File: src/rtl/drive_pkg.sv
// Shared definitions for the motor drive path: steering codes (bit-exact with the
// direction controller), the channel FSM states, default duties and the DIR decoder.
package drive_pkg;

    localparam logic [3:0] DIR_PROCEED      = 4'b0000;
    localparam logic [3:0] DIR_VEER_RIGHT   = 4'b1001;
    localparam logic [3:0] DIR_HARD_RIGHT   = 4'b1010;
    localparam logic [3:0] DIR_NINETY_RIGHT = 4'b1011;
    localparam logic [3:0] DIR_VEER_LEFT    = 4'b0101;
    localparam logic [3:0] DIR_HARD_LEFT    = 4'b0110;
    localparam logic [3:0] DIR_NINETY_LEFT  = 4'b0111;
    localparam logic [3:0] DIR_STOP         = 4'b1111;

    localparam int DEF_PWM_PERIOD = 1000;
    localparam int DEF_DUTY_W     = 10;
    localparam int DEF_RAMP_DIV   = 10_000;
    localparam int DEF_RAMP_STEP  = 5;
    localparam int DEF_DEAD_TIME  = 50_000;
    localparam int DEF_DUTY_FULL   = 900;
    localparam int DEF_DUTY_VEER   = 600;
    localparam int DEF_DUTY_HARD   = 300;
    localparam int DEF_DUTY_NINETY = 700;

    typedef enum logic [1:0] {
        CH_IDLE,
        CH_RUN,
        CH_RAMP_DN,
        CH_DEAD
    } ch_state_e;

    typedef enum logic [2:0] {
        CMD_PROCEED,
        CMD_VEER,
        CMD_HARD,
        CMD_NINETY,
        CMD_STOP
    } steer_cmd_e;

    typedef struct packed {
        steer_cmd_e cmd;
        logic       right;
    } steer_t;

    // Every code not listed, including the unused severities, is treated as STOP.
    function automatic steer_t decode_dir(input logic [3:0] dir);
        steer_t s;
        s.cmd   = CMD_STOP;
        s.right = 1'b0;
        case (dir)
            DIR_PROCEED:      s.cmd = CMD_PROCEED;
            DIR_VEER_RIGHT:   begin s.cmd = CMD_VEER;   s.right = 1'b1; end
            DIR_HARD_RIGHT:   begin s.cmd = CMD_HARD;   s.right = 1'b1; end
            DIR_NINETY_RIGHT: begin s.cmd = CMD_NINETY; s.right = 1'b1; end
            DIR_VEER_LEFT:    s.cmd = CMD_VEER;
            DIR_HARD_LEFT:    s.cmd = CMD_HARD;
            DIR_NINETY_LEFT:  s.cmd = CMD_NINETY;
            default:          s.cmd = CMD_STOP;
        endcase
        return s;
    endfunction

endpackage

File: src/rtl/motor_channel.sv
// One wheel: duty ramp, reversal FSM with dead-time, and the registered PWM compare
// against the shared frame counter.
module motor_channel
    import drive_pkg::*;
#(
    parameter int DUTY_W    = DEF_DUTY_W,
    parameter int RAMP_STEP = DEF_RAMP_STEP,
    parameter int DEAD_TIME = DEF_DEAD_TIME
) (
    input  logic              clk,
    input  logic              rst_n,
    input  logic              stop,
    input  logic              tick,
    input  logic              wrap,
    input  logic [DUTY_W-1:0] cnt,
    input  logic [DUTY_W:0]   tgt_duty,
    input  logic              tgt_fwd,
    output logic              pwm,
    output logic              fwd
);

    localparam int DEAD_W = (DEAD_TIME > 0) ? $clog2(DEAD_TIME + 1) : 1;

    typedef logic [DUTY_W:0]   duty_t;
    typedef logic [DEAD_W-1:0] dead_t;

    localparam duty_t STEP      = duty_t'(RAMP_STEP);
    localparam dead_t DEAD_LOAD = dead_t'(DEAD_TIME);

    ch_state_e state, state_nx;
    duty_t     duty, duty_nx;
    duty_t     active_duty, active_nx;
    duty_t     goal;
    dead_t     dead_cnt, dead_nx;
    logic      fwd_q, fwd_nx;
    logic      pwm_q, pwm_nx;

    // Move cur toward tgt by at most STEP; the clamp to diff prevents overshoot.
    function automatic duty_t step_toward(input duty_t cur, input duty_t tgt);
        duty_t diff;
        if (tgt > cur) begin
            diff = tgt - cur;
            return cur + ((diff > STEP) ? STEP : diff);
        end
        diff = cur - tgt;
        return cur - ((diff > STEP) ? STEP : diff);
    endfunction

    always_comb begin
        // NOTE: every output of this block gets a default first, so no path can infer a latch.
        state_nx  = state;
        duty_nx   = duty;
        active_nx = active_duty;
        dead_nx   = dead_cnt;
        fwd_nx    = fwd_q;

        goal = (state == CH_RUN && tgt_fwd == fwd_q) ? tgt_duty : '0;
        if (tick) duty_nx = step_toward(duty, goal);
        // Latching the pre-tick duty at wrap keeps a frame's width fixed once it starts.
        if (wrap) active_nx = duty;
        pwm_nx = (state != CH_DEAD) && ({1'b0, cnt} < active_duty);

        unique case (state)
            CH_IDLE: state_nx = CH_RUN;
            CH_RUN: begin
                if (tgt_fwd != fwd_q) state_nx = CH_RAMP_DN;
            end
            CH_RAMP_DN: begin
                if (tgt_fwd == fwd_q) begin
                    state_nx = CH_RUN;
                end else if (duty == '0 && active_duty == '0) begin
                    state_nx = CH_DEAD;
                    dead_nx  = DEAD_LOAD;
                end
            end
            CH_DEAD: begin
                // Dead-time always runs out; the sense request is looked at again in RUN.
                if (dead_cnt <= dead_t'(1)) begin
                    state_nx = CH_RUN;
                    fwd_nx   = ~fwd_q;
                    dead_nx  = '0;
                end else begin
                    dead_nx = dead_cnt - dead_t'(1);
                end
            end
            default: state_nx = CH_IDLE;
        endcase

        if (stop) begin
            state_nx  = CH_IDLE;
            duty_nx   = '0;
            active_nx = '0;
            dead_nx   = '0;
            pwm_nx    = 1'b0;
        end
    end

    // NOTE: sequential state uses non-blocking assignments so all registers update together.
    always_ff @(posedge clk or negedge rst_n) begin
        if (!rst_n) begin
            state       <= CH_IDLE;
            duty        <= '0;
            active_duty <= '0;
            dead_cnt    <= '0;
            fwd_q       <= 1'b1;
            pwm_q       <= 1'b0;
        end else begin
            state       <= state_nx;
            duty        <= duty_nx;
            active_duty <= active_nx;
            dead_cnt    <= dead_nx;
            fwd_q       <= fwd_nx;
            pwm_q       <= pwm_nx;
        end
    end

    // Gating with the registered stop forces the pin low in the first STOP cycle.
    assign pwm = pwm_q & ~stop;
    assign fwd = fwd_q;

endmodule

File: src/rtl/motor_drive_ctrl.sv
// Top of the motor drive path: registers the steering inputs, decodes per-wheel targets,
// and shares the PWM frame counter and ramp prescaler between the two wheel channels.
module motor_drive_ctrl
    import drive_pkg::*;
#(
    parameter int PWM_PERIOD  = DEF_PWM_PERIOD,
    parameter int DUTY_W      = DEF_DUTY_W,
    parameter int RAMP_DIV    = DEF_RAMP_DIV,
    parameter int RAMP_STEP   = DEF_RAMP_STEP,
    parameter int DEAD_TIME   = DEF_DEAD_TIME,
    parameter int DUTY_FULL   = DEF_DUTY_FULL,
    parameter int DUTY_VEER   = DEF_DUTY_VEER,
    parameter int DUTY_HARD   = DEF_DUTY_HARD,
    parameter int DUTY_NINETY = DEF_DUTY_NINETY
) (
    input  logic       clk,
    input  logic       rst_n,
    input  logic [3:0] DIR,
    input  logic       Direction,
    output logic       L_PWM,
    output logic       R_PWM,
    output logic       L_FWD,
    output logic       R_FWD,
    output logic       BRAKE
);

    localparam int PRE_W = (RAMP_DIV > 1) ? $clog2(RAMP_DIV) : 1;

    typedef logic [DUTY_W:0]   duty_t;
    typedef logic [DUTY_W-1:0] cnt_t;
    typedef logic [PRE_W-1:0]  pre_t;

    localparam duty_t D_FULL   = duty_t'(DUTY_FULL);
    localparam duty_t D_VEER   = duty_t'(DUTY_VEER);
    localparam duty_t D_HARD   = duty_t'(DUTY_HARD);
    localparam duty_t D_NINETY = duty_t'(DUTY_NINETY);
    localparam cnt_t  CNT_MAX  = cnt_t'(PWM_PERIOD - 1);
    localparam pre_t  PRE_MAX  = pre_t'(RAMP_DIV - 1);

    logic [3:0] dir_q;
    logic       direction_q;
    steer_t     steer;
    logic       stop;

    duty_t inner_duty, outer_duty;
    logic  inner_fwd;
    duty_t l_duty_tgt, r_duty_tgt;
    logic  l_fwd_tgt, r_fwd_tgt;

    cnt_t  pwm_cnt;
    pre_t  pre_cnt;
    logic  wrap, tick;

    // Reset to the STOP code so BRAKE is asserted straight out of reset.
    always_ff @(posedge clk or negedge rst_n) begin
        if (!rst_n) begin
            dir_q       <= DIR_STOP;
            direction_q <= 1'b1;
        end else begin
            dir_q       <= DIR;
            direction_q <= Direction;
        end
    end

    assign steer = decode_dir(dir_q);
    assign stop  = (steer.cmd == CMD_STOP);
    assign BRAKE = stop;

    always_comb begin
        inner_duty = '0;
        outer_duty = '0;
        inner_fwd  = 1'b1;
        case (steer.cmd)
            CMD_PROCEED: begin inner_duty = D_FULL;   outer_duty = D_FULL;   end
            CMD_VEER:    begin inner_duty = D_VEER;   outer_duty = D_FULL;   end
            CMD_HARD:    begin inner_duty = D_HARD;   outer_duty = D_FULL;   end
            CMD_NINETY:  begin inner_duty = D_NINETY; outer_duty = D_NINETY; inner_fwd = 1'b0; end
            default:     ;
        endcase

        // Inner wheel is the one on the turn side; backwards travel flips every sense.
        l_duty_tgt = steer.right ? outer_duty : inner_duty;
        r_duty_tgt = steer.right ? inner_duty : outer_duty;
        l_fwd_tgt  = (steer.right ? 1'b1 : inner_fwd) ^ ~direction_q;
        r_fwd_tgt  = (steer.right ? inner_fwd : 1'b1) ^ ~direction_q;
    end

    assign wrap = (pwm_cnt == CNT_MAX);
    assign tick = (pre_cnt == PRE_MAX);

    always_ff @(posedge clk or negedge rst_n) begin
        if (!rst_n) begin
            pwm_cnt <= '0;
            pre_cnt <= '0;
        end else begin
            pwm_cnt <= wrap ? '0 : pwm_cnt + cnt_t'(1);
            pre_cnt <= tick ? '0 : pre_cnt + pre_t'(1);
        end
    end

    motor_channel #(
        .DUTY_W   (DUTY_W),
        .RAMP_STEP(RAMP_STEP),
        .DEAD_TIME(DEAD_TIME)
    ) u_left (
        .clk     (clk),
        .rst_n   (rst_n),
        .stop    (stop),
        .tick    (tick),
        .wrap    (wrap),
        .cnt     (pwm_cnt),
        .tgt_duty(l_duty_tgt),
        .tgt_fwd (l_fwd_tgt),
        .pwm     (L_PWM),
        .fwd     (L_FWD)
    );

    motor_channel #(
        .DUTY_W   (DUTY_W),
        .RAMP_STEP(RAMP_STEP),
        .DEAD_TIME(DEAD_TIME)
    ) u_right (
        .clk     (clk),
        .rst_n   (rst_n),
        .stop    (stop),
        .tick    (tick),
        .wrap    (wrap),
        .cnt     (pwm_cnt),
        .tgt_duty(r_duty_tgt),
        .tgt_fwd (r_fwd_tgt),
        .pwm     (R_PWM),
        .fwd     (R_FWD)
    );

endmodule

File: config.mk
export PLATFORM = sky130hd
export DESIGN_NAME = motor_drive_ctrl
export DESIGN_NICKNAME = d
export VERILOG_FILES = /design/src/rtl/drive_pkg.sv /design/src/rtl/motor_channel.sv /design/src/rtl/motor_drive_ctrl.sv
export SDC_FILE = /design/constraint.sdc
export NUM_CORES = 1
export LEC_CHECK = 0
export ABC_AREA = 0
export BUFFER_PORTS_ARGS = -buffer_cell sky130_fd_sc_hd__buf_2
export CAP_MARGIN = 20
export CORE_MARGIN = 2
export CORE_UTILIZATION = 55
export CTS_CLUSTER_SIZE = 10
export DETAILED_ROUTE_END_ITERATION = 8
export GPL_ROUTABILITY_DRIVEN = 0
export HOLD_SLACK_MARGIN = 0.02
export PLACE_DENSITY = 0.78
export SYNTH_ARGS = -nofsm -noshare
export SYNTH_HDL_FRONTEND = slang
export SYNTH_SLANG_ARGS = --single-unit
File: constraint.sdc
create_clock -name clk -period 8.4 [get_ports clk]
set_clock_uncertainty 0.2 [all_clocks]
set_input_delay 0.42 -clock clk [delete_from_list [all_inputs] [get_ports clk]]
set_output_delay 0.42 -clock clk [all_outputs]
set_load 0.02 [all_outputs]
Word-level counts from Yosys, hierarchy flattened

Cells that the tools add are included.

Add/subtract/negate cells: 12
$lt $le $gt $ge: 10
Eq/ne operators: 34
Mux-type cells: 57
Bitwise logic cells: 8
Reduce and logical (&&, ||, !) cells: 29

Operator list:

| cell                                                                   | count |
|---|---|
| 11-bit 2-to-1 mux                                                      | 20 |
| 16-bit 2-to-1 mux                                                      | 8 |
| 11-bit subtractor                                                      | 6 |
| 16-bit one-hot mux with 2 select lines                                 | 2 |
| 11-bit by 3-bit > comparator with 1-bit output, second input constant  | 4 |
| 11-bit zero test                                                       | 4 |
| 10-bit one-hot mux with 4 select lines                                 | 1 |
| 16-bit by 1-bit <= comparator with 1-bit output, second input constant | 2 |
| 16-bit by 1-bit subtractor with 16-bit output, second input constant   | 2 |
| 11-bit adder                                                           | 2 |
| 11-bit > comparator                                                    | 2 |
| 10-bit by 11-bit < comparator with 1-bit output                        | 2 |
| 2-bit 2-to-1 mux                                                       | 10 |
| 10-bit one-hot mux with 2 select lines                                 | 1 |
| 2-bit one-hot mux with 4 select lines                                  | 2 |
| 14-bit by 1-bit adder with 14-bit output, second input constant        | 1 |
| 14-bit == test, second input constant                                  | 1 |
| 14-bit 2-to-1 mux                                                      | 1 |
| 4-bit by 3-bit == test with 1-bit output, second input constant        | 3 |
| 4-bit == test, second input constant                                   | 3 |
| 3-bit by 1-bit != test with 1-bit output, second input constant        | 4 |
| 3-bit by 2-bit != test with 1-bit output, second input constant        | 4 |
| 3-bit one-hot mux with 4 select lines                                  | 1 |
| 3-bit AND reduction                                                    | 4 |
| 25 further kinds                                                       | 60 |

Register bits after elaboration: 113
Input port bits: 7
Output and inout bits: 5
Logic and storage cells: 166

Logic depth before layout (Yosys ltp)

Gate-level depths: netlist of the first run.

Word-level depth: 18
Mapped depth: 32
Depth with buffers taken out: 30

Hierarchy

Synthesis of the first run repeated with hierarchy kept, for this count alone.

Cell total of the unflattened synthesis: 1,185
Area, all modules: 9,865.7 um2

Modules (own cells, without submodules):

| module                  | instances | cells an instance | area an instance (um2) | sequential area each (um2) |
|---|---|---|---|---|
| motor_channel (u_left)  | 1         | 519               | 4,222.8                | 1,052.3 |
| motor_channel (u_right) | 1         | 511               | 4,160.2                | 1,052.3 |
| motor_drive_ctrl        | 1         | 155               | 1,482.7                | 732.0 |

Least setup slack after synthesis of the first run

Ideal clock, no wire load.

Path kind: flip-flop to flip-flop
Start point: reg dir_q[3]
End point: reg u_right.duty[10]
Library setup time: 0.069 ns
Data arrival time: 5.819 ns
Data required time: 8.131 ns
Slack: 2.312 ns
Stages on the path, launching flop included: 30
Buffers on the path: 1
Period minus slack after synthesis: 6.088 ns
Cell sequence: dfstp_2 nand2_1 nor2_1 nand2_1 xnor2_1 inv_1 and2_1 clkbuf_1 o21ai_0 inv_1 ha_1 inv_2 a221o_1 a311o_1 or4_4 nor3_4 o211ai_4 inv_1 nand2_1 ha_1 a22o_1 fa_1 nor2b_1 o21ai_0 a21boi_0 o21ai_0 a21oi_1 a31o_2 or3b_1 nand3_1

Word-level cells in the longest chain between the ends: 18
Elaborated cells on any way between the ends: 44
Classes of those cells: 4 x add/sub; 3 x order compare; 11 x eq/ne; 16 x mux; 1 x bitwise; 9 x reduce/logical

Ends and longest elaborated chain:

| element                                                                          | line                   | text |
|---|---|---|
| from (decl)                                                                      | motor_drive_ctrl.sv:40 | `logic [3:0] dir_q;` |
| from (signal assigned)                                                           | motor_drive_ctrl.sv:57 | `dir_q <= DIR_STOP;` |
| from (signal assigned)                                                           | motor_drive_ctrl.sv:60 | `dir_q <= DIR;` |
| 4-bit by 3-bit == test with 1-bit output / 4-bit == test (equally long branches) | drive_pkg.sv:49        | `case (dir)` |
| 2-bit OR reduction (no source line)                                              | -                      |  |
| 3-bit one-hot mux with 4 select lines                                            | drive_pkg.sv:49        |  |
| 3-bit by 2-bit == test with 1-bit output                                         | motor_drive_ctrl.sv:73 | `case (steer.cmd)` |
| 1-bit 2-to-1 mux                                                                 | motor_drive_ctrl.sv:73 |  |
| 1-bit 2-to-1 mux                                                                 | motor_drive_ctrl.sv:85 | `r_fwd_tgt = (steer.right ? inner_fwd : 1'b1) ^ ~direction_q;` |
| 1-bit XOR                                                                        | motor_drive_ctrl.sv:85 |  |
| 1-bit == test                                                                    | motor_channel.sv:57    | `goal = (state == CH_RUN && tgt_fwd == fwd_q) ? tgt_duty : '0;` |
| [2 not listed]                                                                   | -                      |  |
| 11-bit subtractor                                                                | motor_channel.sv:42    | `diff = tgt - cur;` |
| 11-bit by 3-bit > comparator with 1-bit output                                   | motor_channel.sv:43    | `return cur + ((diff > STEP) ? STEP : diff);` |
| 11-bit 2-to-1 mux                                                                | motor_channel.sv:43    |  |
| 11-bit adder                                                                     | motor_channel.sv:43    |  |
| 11-bit 2-to-1 mux                                                                | motor_channel.sv:41    | `if (tgt > cur) begin` |
| 11-bit 2-to-1 mux                                                                | motor_channel.sv:45    | `diff = cur - tgt;` |
| 11-bit 2-to-1 mux                                                                | motor_channel.sv:58    | `if (tick) duty_nx = step_toward(duty, goal);` |
| 11-bit 2-to-1 mux                                                                | motor_channel.sv:89    | `if (stop) begin` |
| to (signal assigned)                                                             | motor_channel.sv:109   | `duty <= duty_nx;` |
| to (decl)                                                                        | motor_channel.sv:31    | `duty_t duty, duty_nx;` |

Several ways; a longest one is shown, not always the timed one. The select of a mux whose other input is x is not followed.
A chain may end at the register's enable or synchronous reset.

Worst setup path after layout of the first run

Start point: reg dir_q[3]
End point: reg u_right.duty[7]

Same word-level chain as after synthesis.

==> metrics.yaml, run 1 <==
outcome:
  status: "finished clean"
floorplanning:
  die_w_microns: 132
  die_area_sq_um: 17500
  ios: 12
  start_util: 0.566
  coreArea_sq_um: 16000
  rows: 46
  die_y_microns: 132
sta:
  finalHoldViolCount: 0
  period_minus_slack_ns: 6.87
  grt_setup_unrepaired: "no"
  fmax_ghz: 0.146
  relSlewSlack: 0.278
  setup_viol: 0
  maxSlewViolCount: 0
  tightest_slew_ns: 1.08
  tns_ns: 0
  fin_crit_sh: 0.817
cts:
  tritoncts: "yes"
  h-tree-depth: 4
  clk_latency_ns: 0.43
  cts_buffers: 17
  clockBufferDepth: 2
  cts-root-buf: "clkbuf_16"
  path_clk_slew_ns: 0.05
  cts.sinks: 113
place:
  hpwl_mm: 15.8
  io_buffers: 11
  dp.cells: 1314
global_routing:
  antenna_found_initial: 0
  grt.overflow.total: 0
  grt_pass1_vias: 7806
  grt_pass1_wl_mm: 37.4
  grt.total_usage: 0.259
  grt_max_degree: 79
layout:
  num_antenna_cells: 0
  final_cells: 1352
  areaGrowthSynthToFinish_pct: 9.62
  layout.nets: 1226
  layout-drive-gt1-share: 0.0669
  fill_cells: 1432
  final_core_util: 0.620
critical_path:
  worst-path-buf-inv: 4
  max_stage_delay_ns: 0.62
  path_max_fanout: 12
  worstPathArrival_ns: 6.95
  crit_type: "reg2reg"
  required_ns: 8.48
  end_kind: "register"
  slowest_stage: "dfstp_2"
  startpoint_type: "register"
  crit_family: "compound AO/OA/AOI/OAI gates"
synth:
  synth_cells: 1126
  ys_top_cells_by_area: "dfrtp_1, ha_1, nand2_1, a21oi_1, o21ai_0"
  async_reset_ff_frac: 1.00
  synth-edff-count: 0
  synth_nets: 1229
  synthFlopType: "dfrtp_1"
  yosysMostFrequentCell: "nand2_1"
  netlist_top_cells_count: "nand2_1, dfrtp_1, ha_1, nor2_1, a21oi_1"
  synth.ff_latch_count: 113
  ys.warnings.count: 0
  synth.distinct_cells: 77
  syn_avg_cell_area_sq_um: 8.04
  synthesis.area_sq_um: 9050
  synth_top_area_cell: "dfrtp_1"
  seq_area_frac_synth: 0.313
  synth_top_area_frac: 0.293
route:
  drt_iter0_drc: 613
  drt-wirelength-per-cell_microns: 16.5
  maxUsedRoutingLayer: "met4"
  dr_wl_met2_mm: 10.3
  drc: 0
  wl_met3_mm: 1.28
  vias: 8242
  wl_mm: 22.3
  dr.pass1.iters: 7
  final_antenna_net_count: 0
  vias_per_cell: 6.10
  wl_met1_mm: 9.94
min_path:
  min_path_type: "reg2reg"
pwr:
  powerDensity_nw_per_um2: 210
  leakagePower_nw: 4.50
  vdd_drop_max_v: 0.000166
  totalPowerFinal_mw: 2.09
flow_run:
  drv_cap: 0
-- cell type report --
class	count	area [sq um]	share of cell area
clock buffers	22	474	0.0478
clock inverters	10	159	0.0160
inverters	85	319	0.0322
multi-input cells	883	5700	0.575
flip-flops and latches	113	2840	0.286
well taps	216	270	0.0272
repair buffers	23	163	0.0164
-- timing repair --
item	CTS	global route
resized for setup	0	0
buffers inserted	0	0
hold endpoints to repair	40	0
hold buffers	6	0
-- cells by family after synthesis --
logic type | count (synthesis) | synth area share
buf+inv | 130 | 0.0568
simple gates | 437 | 0.236
fa+ha+maj | 96 | 0.136
compound gates | 296 | 0.205
mux | 7 | 0.00788
xor+xnor | 47 | 0.0455
flops | 113 | 0.313
-- path summary, 6_finish.rpt --
check | start | endpoint | slack (ns) | cells past startpoint
hold / removal | u_right.dead_cnt[11] | u_right.dead_cnt[11] | 0.28 | 2
max in group asynchronous | rst_n | u_right.state[0] | 6.34 | 3
setup / recovery | dir_q[3] | u_right.duty[7] | 1.53 | 29
setup reg to reg | dir_q[3] | u_right.duty[7] | 1.53 | 29
hold reg to reg | u_right.dead_cnt[11] | u_right.dead_cnt[11] | 0.28 | 2
min in group asynchronous | rst_n | u_right.duty[1] | 0.32 | 2
-- report_power, final --
group / switching [mW] / internal [mW] / leakage [nW]
registers: 0.0291 / 0.572 / 1.51
logic: 0.416 / 0.293 / 2.69
clock network: 0.257 / 0.518 / 0.306
total: 0.703 / 1.38 / 4.50
-- worst register-to-register path: cells and delay by family, from the launching register on --
kind | cells | cell delay [ns]
buf+inv | 4 | 0.36
simple gates | 9 | 1.85
fa+ha+maj | 3 | 0.97
flops | 1 | 0.62
mux | 1 | 0.25
xor+xnor | 1 | 0.35
compound gates | 11 | 2.13
-- through the flow --
step | hold WS (ns) | cell area, sq um | worst slack (ns)
3_3_place_gp | 0.228 | 9230 | 1.87
3_5_place_dp | 0.225 | 9230 | 1.62
2_1_floorplan | -0.0756 | 9050 | 2.31
5_1_grt | 0.295 | 9920 | 1.00
6_report | 0.278 | 9920 | 1.53
4_1_cts | 0.260 | 9920 | 1.60
-- metal layers --
| metal | up-vias | global-route usage |
|---|---|---|
| met5 | - | 0 |
| met2 | 336 | 0.421 |
| met4 | 0 | 0.108 |
| met1 | 3889 | 0.344 |
| met3 | 62 | 0.0419 |
| li1 | 3955 | - |
-- state kept, by name, summed over array words and instances (netlist names), 10 cells and up --
register             flops
pre_cnt                 14
pwm_cnt                 10
u_left.active_duty      11
u_left.dead_cnt         16
u_left.duty             11
u_right.active_duty     11
u_right.dead_cnt        16
u_right.duty            11
-- placed cells by master, fill, tap and decap left out, drive strengths merged, types with 12 or more instances in the layout --
cell type	n
nand2	151
dfrtp	106
ha	92
nor2	89
a21oi	87
o21ai	86
inv	85
nand3	33
nor3	32
xor2	26
clkbuf	22
xnor2	21
a21o	19
nor2b	18
nor4	18
o31ai	18
buf	17
nand2b	15
and3	14
and2	12
(Power assumes the default switching activity.)
==> run 2, diff against run 1 <==
Settings changed: ABC_AREA 0 to 1.
Clock period 8.4 ns to 6.8 ns, I/O delays scaled along.
==> metrics.yaml, run 2 <==
global_routing:
  grt.overflow.total: 0  # unchanged
  grt_pass1_vias: 8096  # was 7806
  antenna_found_initial: 0  # unchanged
  grt_pass1_wl_mm: 37.9  # was 37.4 mm
  grt.total_usage: 0.264  # was 0.259
  grt_max_degree: 72  # was 79
cts:
  path_clk_slew_ns: 0.05  # about the same
  cts.sinks: 113  # unchanged
  clk_latency_ns: 0.43  # about the same
  cts-root-buf: "clkbuf_16"  # unchanged
  h-tree-depth: 4  # unchanged
  tritoncts: "yes"  # unchanged
  cts_buffers: 17  # unchanged
  postCtsSetupRepairBufs: 0  # unchanged
  clockBufferDepth: 2  # unchanged
route:
  vias_per_cell: 5.52  # was 6.10
  wl_mm: 22.6  # was 22.3 mm
  dr.pass1.iters: 5  # was 7
  vias: 8528  # was 8242
  drt-wirelength-per-cell_microns: 14.7  # was 16.5 microns
  drc: 0  # unchanged
  drt_iter0_drc: 620  # was 613
  final_antenna_net_count: 0  # unchanged
critical_path:
  crit_type: "reg2reg"  # unchanged
  max_stage_delay_ns: 0.53  # was 0.62 ns
  startpoint: "dir_q[2]"  # was dir_q[3]
  required_ns: 6.88  # was 8.48 ns
  startpoint_type: "register"  # unchanged
  end_kind: "register"  # unchanged
  path_max_fanout: 5  # was 12
  regToRegSetupSlack_ns: 1.02  # was 1.53 ns
  slowest_stage: "dfstp_2"  # unchanged
  cpMostUsedCell: "nand2_1"
  r2r_start: "dir_q[2]"  # was dir_q[3]
  worstPathArrival_ns: 5.86  # was 6.95 ns
pwr:
  powerDensity_nw_per_um2: 247  # was 210 nW/um^2
  vdd_drop_max_v: 0.000230  # was 0.000166 V
  leakagePower_nw: 5.19  # was 4.50 nW
floorplanning:
  start_util: 0.558  # was 0.566
  die_w_microns: 133  # was 132 microns
  die_area_sq_um: 17700  # was 17500 sq um
  rows: 47  # was 46
  die_y_microns: 133  # was 132 microns
  ios: 12  # unchanged
  coreArea_sq_um: 16400  # was 16000 sq um
synth:
  synthSimpleGateAreaFrac: 0.247  # was 0.236
  synth_fa_ha_area_frac: 0.134  # was 0.136
  yosysMostFrequentCell: "nand2_1"  # unchanged
  syn_avg_cell_area_sq_um: 7.11  # was 8.04 sq um
  ys.warnings.count: 0  # unchanged
  synth_xor_xnor_area_share: 0.0363  # was 0.0455
  synth_top_area_frac: 0.290  # was 0.293
  synthMuxAreaShare: 0  # was 0.00788
  synth.ff_latch_count: 113  # unchanged
  synthFlopType: "dfrtp_1"  # unchanged
  synth-edff-count: 0  # unchanged
  synth_cells: 1289  # was 1126
  synth.distinct_cells: 47  # was 77
  async_reset_ff_frac: 1.00  # unchanged
  synth_nets: 1392  # was 1229
  netlist_top_cells_count: "nand2_1, inv_1, nor2_1, a21oi_1, dfrtp_1"  # was nand2_1, dfrtp_1, ha_1, nor2_1, a21oi_1
  synth_top_family_by_area: "simple AND/OR/NAND/NOR gates"  # unchanged
  ys_top_cells_by_area: "dfrtp_1, ha_1, nand2_1, inv_1, a21oi_1"  # was dfrtp_1, ha_1, nand2_1, a21oi_1, o21ai_0
  synthesis.area_sq_um: 9160  # was 9050 sq um
  synth_compound_area_frac: 0.167  # was 0.205
  synth_top_area_cell: "dfrtp_1"  # unchanged
  seq_area_frac_synth: 0.310  # was 0.313
sta:
  finalHoldViolCount: 0  # unchanged
  period_minus_slack_ns: 5.78  # was 6.87 ns
  fin_crit_sh: 0.851  # was 0.817
  relSlewSlack: 0.312  # was 0.278
  tightest_slew_ns: 1.02  # was 1.08 ns
  maxSlewViolCount: 0  # unchanged
  grt_setup_unrepaired: "no"  # unchanged
  tns_ns: 0  # unchanged
  fmax_ghz: 0.173  # was 0.146 GHz
  setup_viol: 0  # unchanged
outcome:
  status: "finished clean"  # unchanged
layout:
  fill_cells: 1448  # was 1432
  seq_area_sq_um: 2840  # unchanged
  areaGrowthSynthToFinish_pct: 9.71  # was 9.62%
  layout.nets: 1415  # was 1226
  final_cells: 1544  # was 1352
  multiInputGateArea_sq_um: 5360  # was 5700 sq um
  layout_common_cells: "nand2_1, inv_1, nor2_1"  # was nand2_1, dfrtp_1, ha_1
  layout-drive-gt1-share: 0.0514  # was 0.0669
  reg_top3: "u_left.dead_cnt x16, u_right.dead_cnt x16, pre_cnt x14"  # unchanged
  num_antenna_cells: 0  # unchanged
  final_common_cell: "nand2_1"  # unchanged
place:
  io_buffers: 11  # unchanged
  hpwl_mm: 17.2  # was 15.8 mm
  dp.cells: 1506  # was 1314
min_path:
  min_path_type: "in2async"  # was reg2reg
flow_run:
  drv_cap: 0  # unchanged
## run 2: cell count changes after synthesis, sizes merged, moves of 20 or more
cell    before  now
a21oi       87  111
clkbuf      31    4
inv         85  229
nand2      151  242
nand3       33   69
nor2        89  128
o21ai       86  106
## run 2: worst paths after layout
path | to | cells past startpoint
worst max-delay path | u_left.duty[8] | 34
worst min-delay path | u_right.dead_cnt[1] | 2
worst max register to register | u_left.duty[8] | 34
worst min register to register | pre_cnt[0] | 1
max in group asynchronous | u_right.duty[7] | 3
min in group clk | pre_cnt[0] | 1
## run 2: metal layers
layer  vias up  share of wire  track usage
met5         -              0            0
met4         0          0.023       0.0944
met3        46          0.057       0.0533
met2       232           0.47        0.439
met1      3935           0.45        0.344
li1       4315              -            -
## run 2: per-stage QoR
| stage | utilization | instance area [sq um] | power [mW] | setup slack, ns | hold WS [ns] |
|---|---|---|---|---|---|
| after floorplan | - | 9160 | 1.44 | 1.86 | -0.156 |
| after global placement | 0.574 | 9420 | 1.60 | 1.34 | 0.169 |
| after detailed placement | 0.574 | 9420 | 1.62 | 1.12 | 0.162 |
| after CTS | 0.611 | 10000 | 2.47 | 1.08 | 0.256 |
| after global routing | 0.613 | 10100 | 2.64 | 0.404 | 0.284 |
| final | 0.613 | 10100 | 2.48 | 1.02 | 0.237 |
## run 2: cell families (layout without fill, tap and decap cells)
family | after synthesis | in the layout
xor+xnor | 38 | 38
fa+ha+maj | 96 | 96
simple gates | 517 | 517
buf+inv | 248 | 283
compound gates | 277 | 277
flops | 113 | 113
## run 2: cell type report
class / count / share of cell area
clock buffers: 25 / 0.0493
clock inverters: 6 / 0.00573
inverters: 232 / 0.0866
multi-input cells: 928 / 0.534
flip-flops and latches: 113 / 0.282
well taps: 220 / 0.0274
repair buffers: 20 / 0.0152
## run 2: power by group
part / internal (mW) / total, mW / switching (mW) / leakage [nW]
registers: 0.718 / 0.756 / 0.0372 / 1.50
clock network: 0.535 / 0.841 / 0.306 / 0.273
logic: 0.297 / 0.881 / 0.584 / 3.42
## run 2: repair_timing
item                      in CTS  in global routing
gates resized for setup        0                  0
hold endpoints to repair      40                  0
hold buffers                   6                  0
## run 2: worst max-delay path, delay by kind of cell, from the launching register on
family / cells / cell delay, ns
simple gates: 22 / 2.81
buf+inv: 3 / 0.25
fa+ha+maj: 3 / 0.85
compound gates: 6 / 1.01
flops: 1 / 0.53
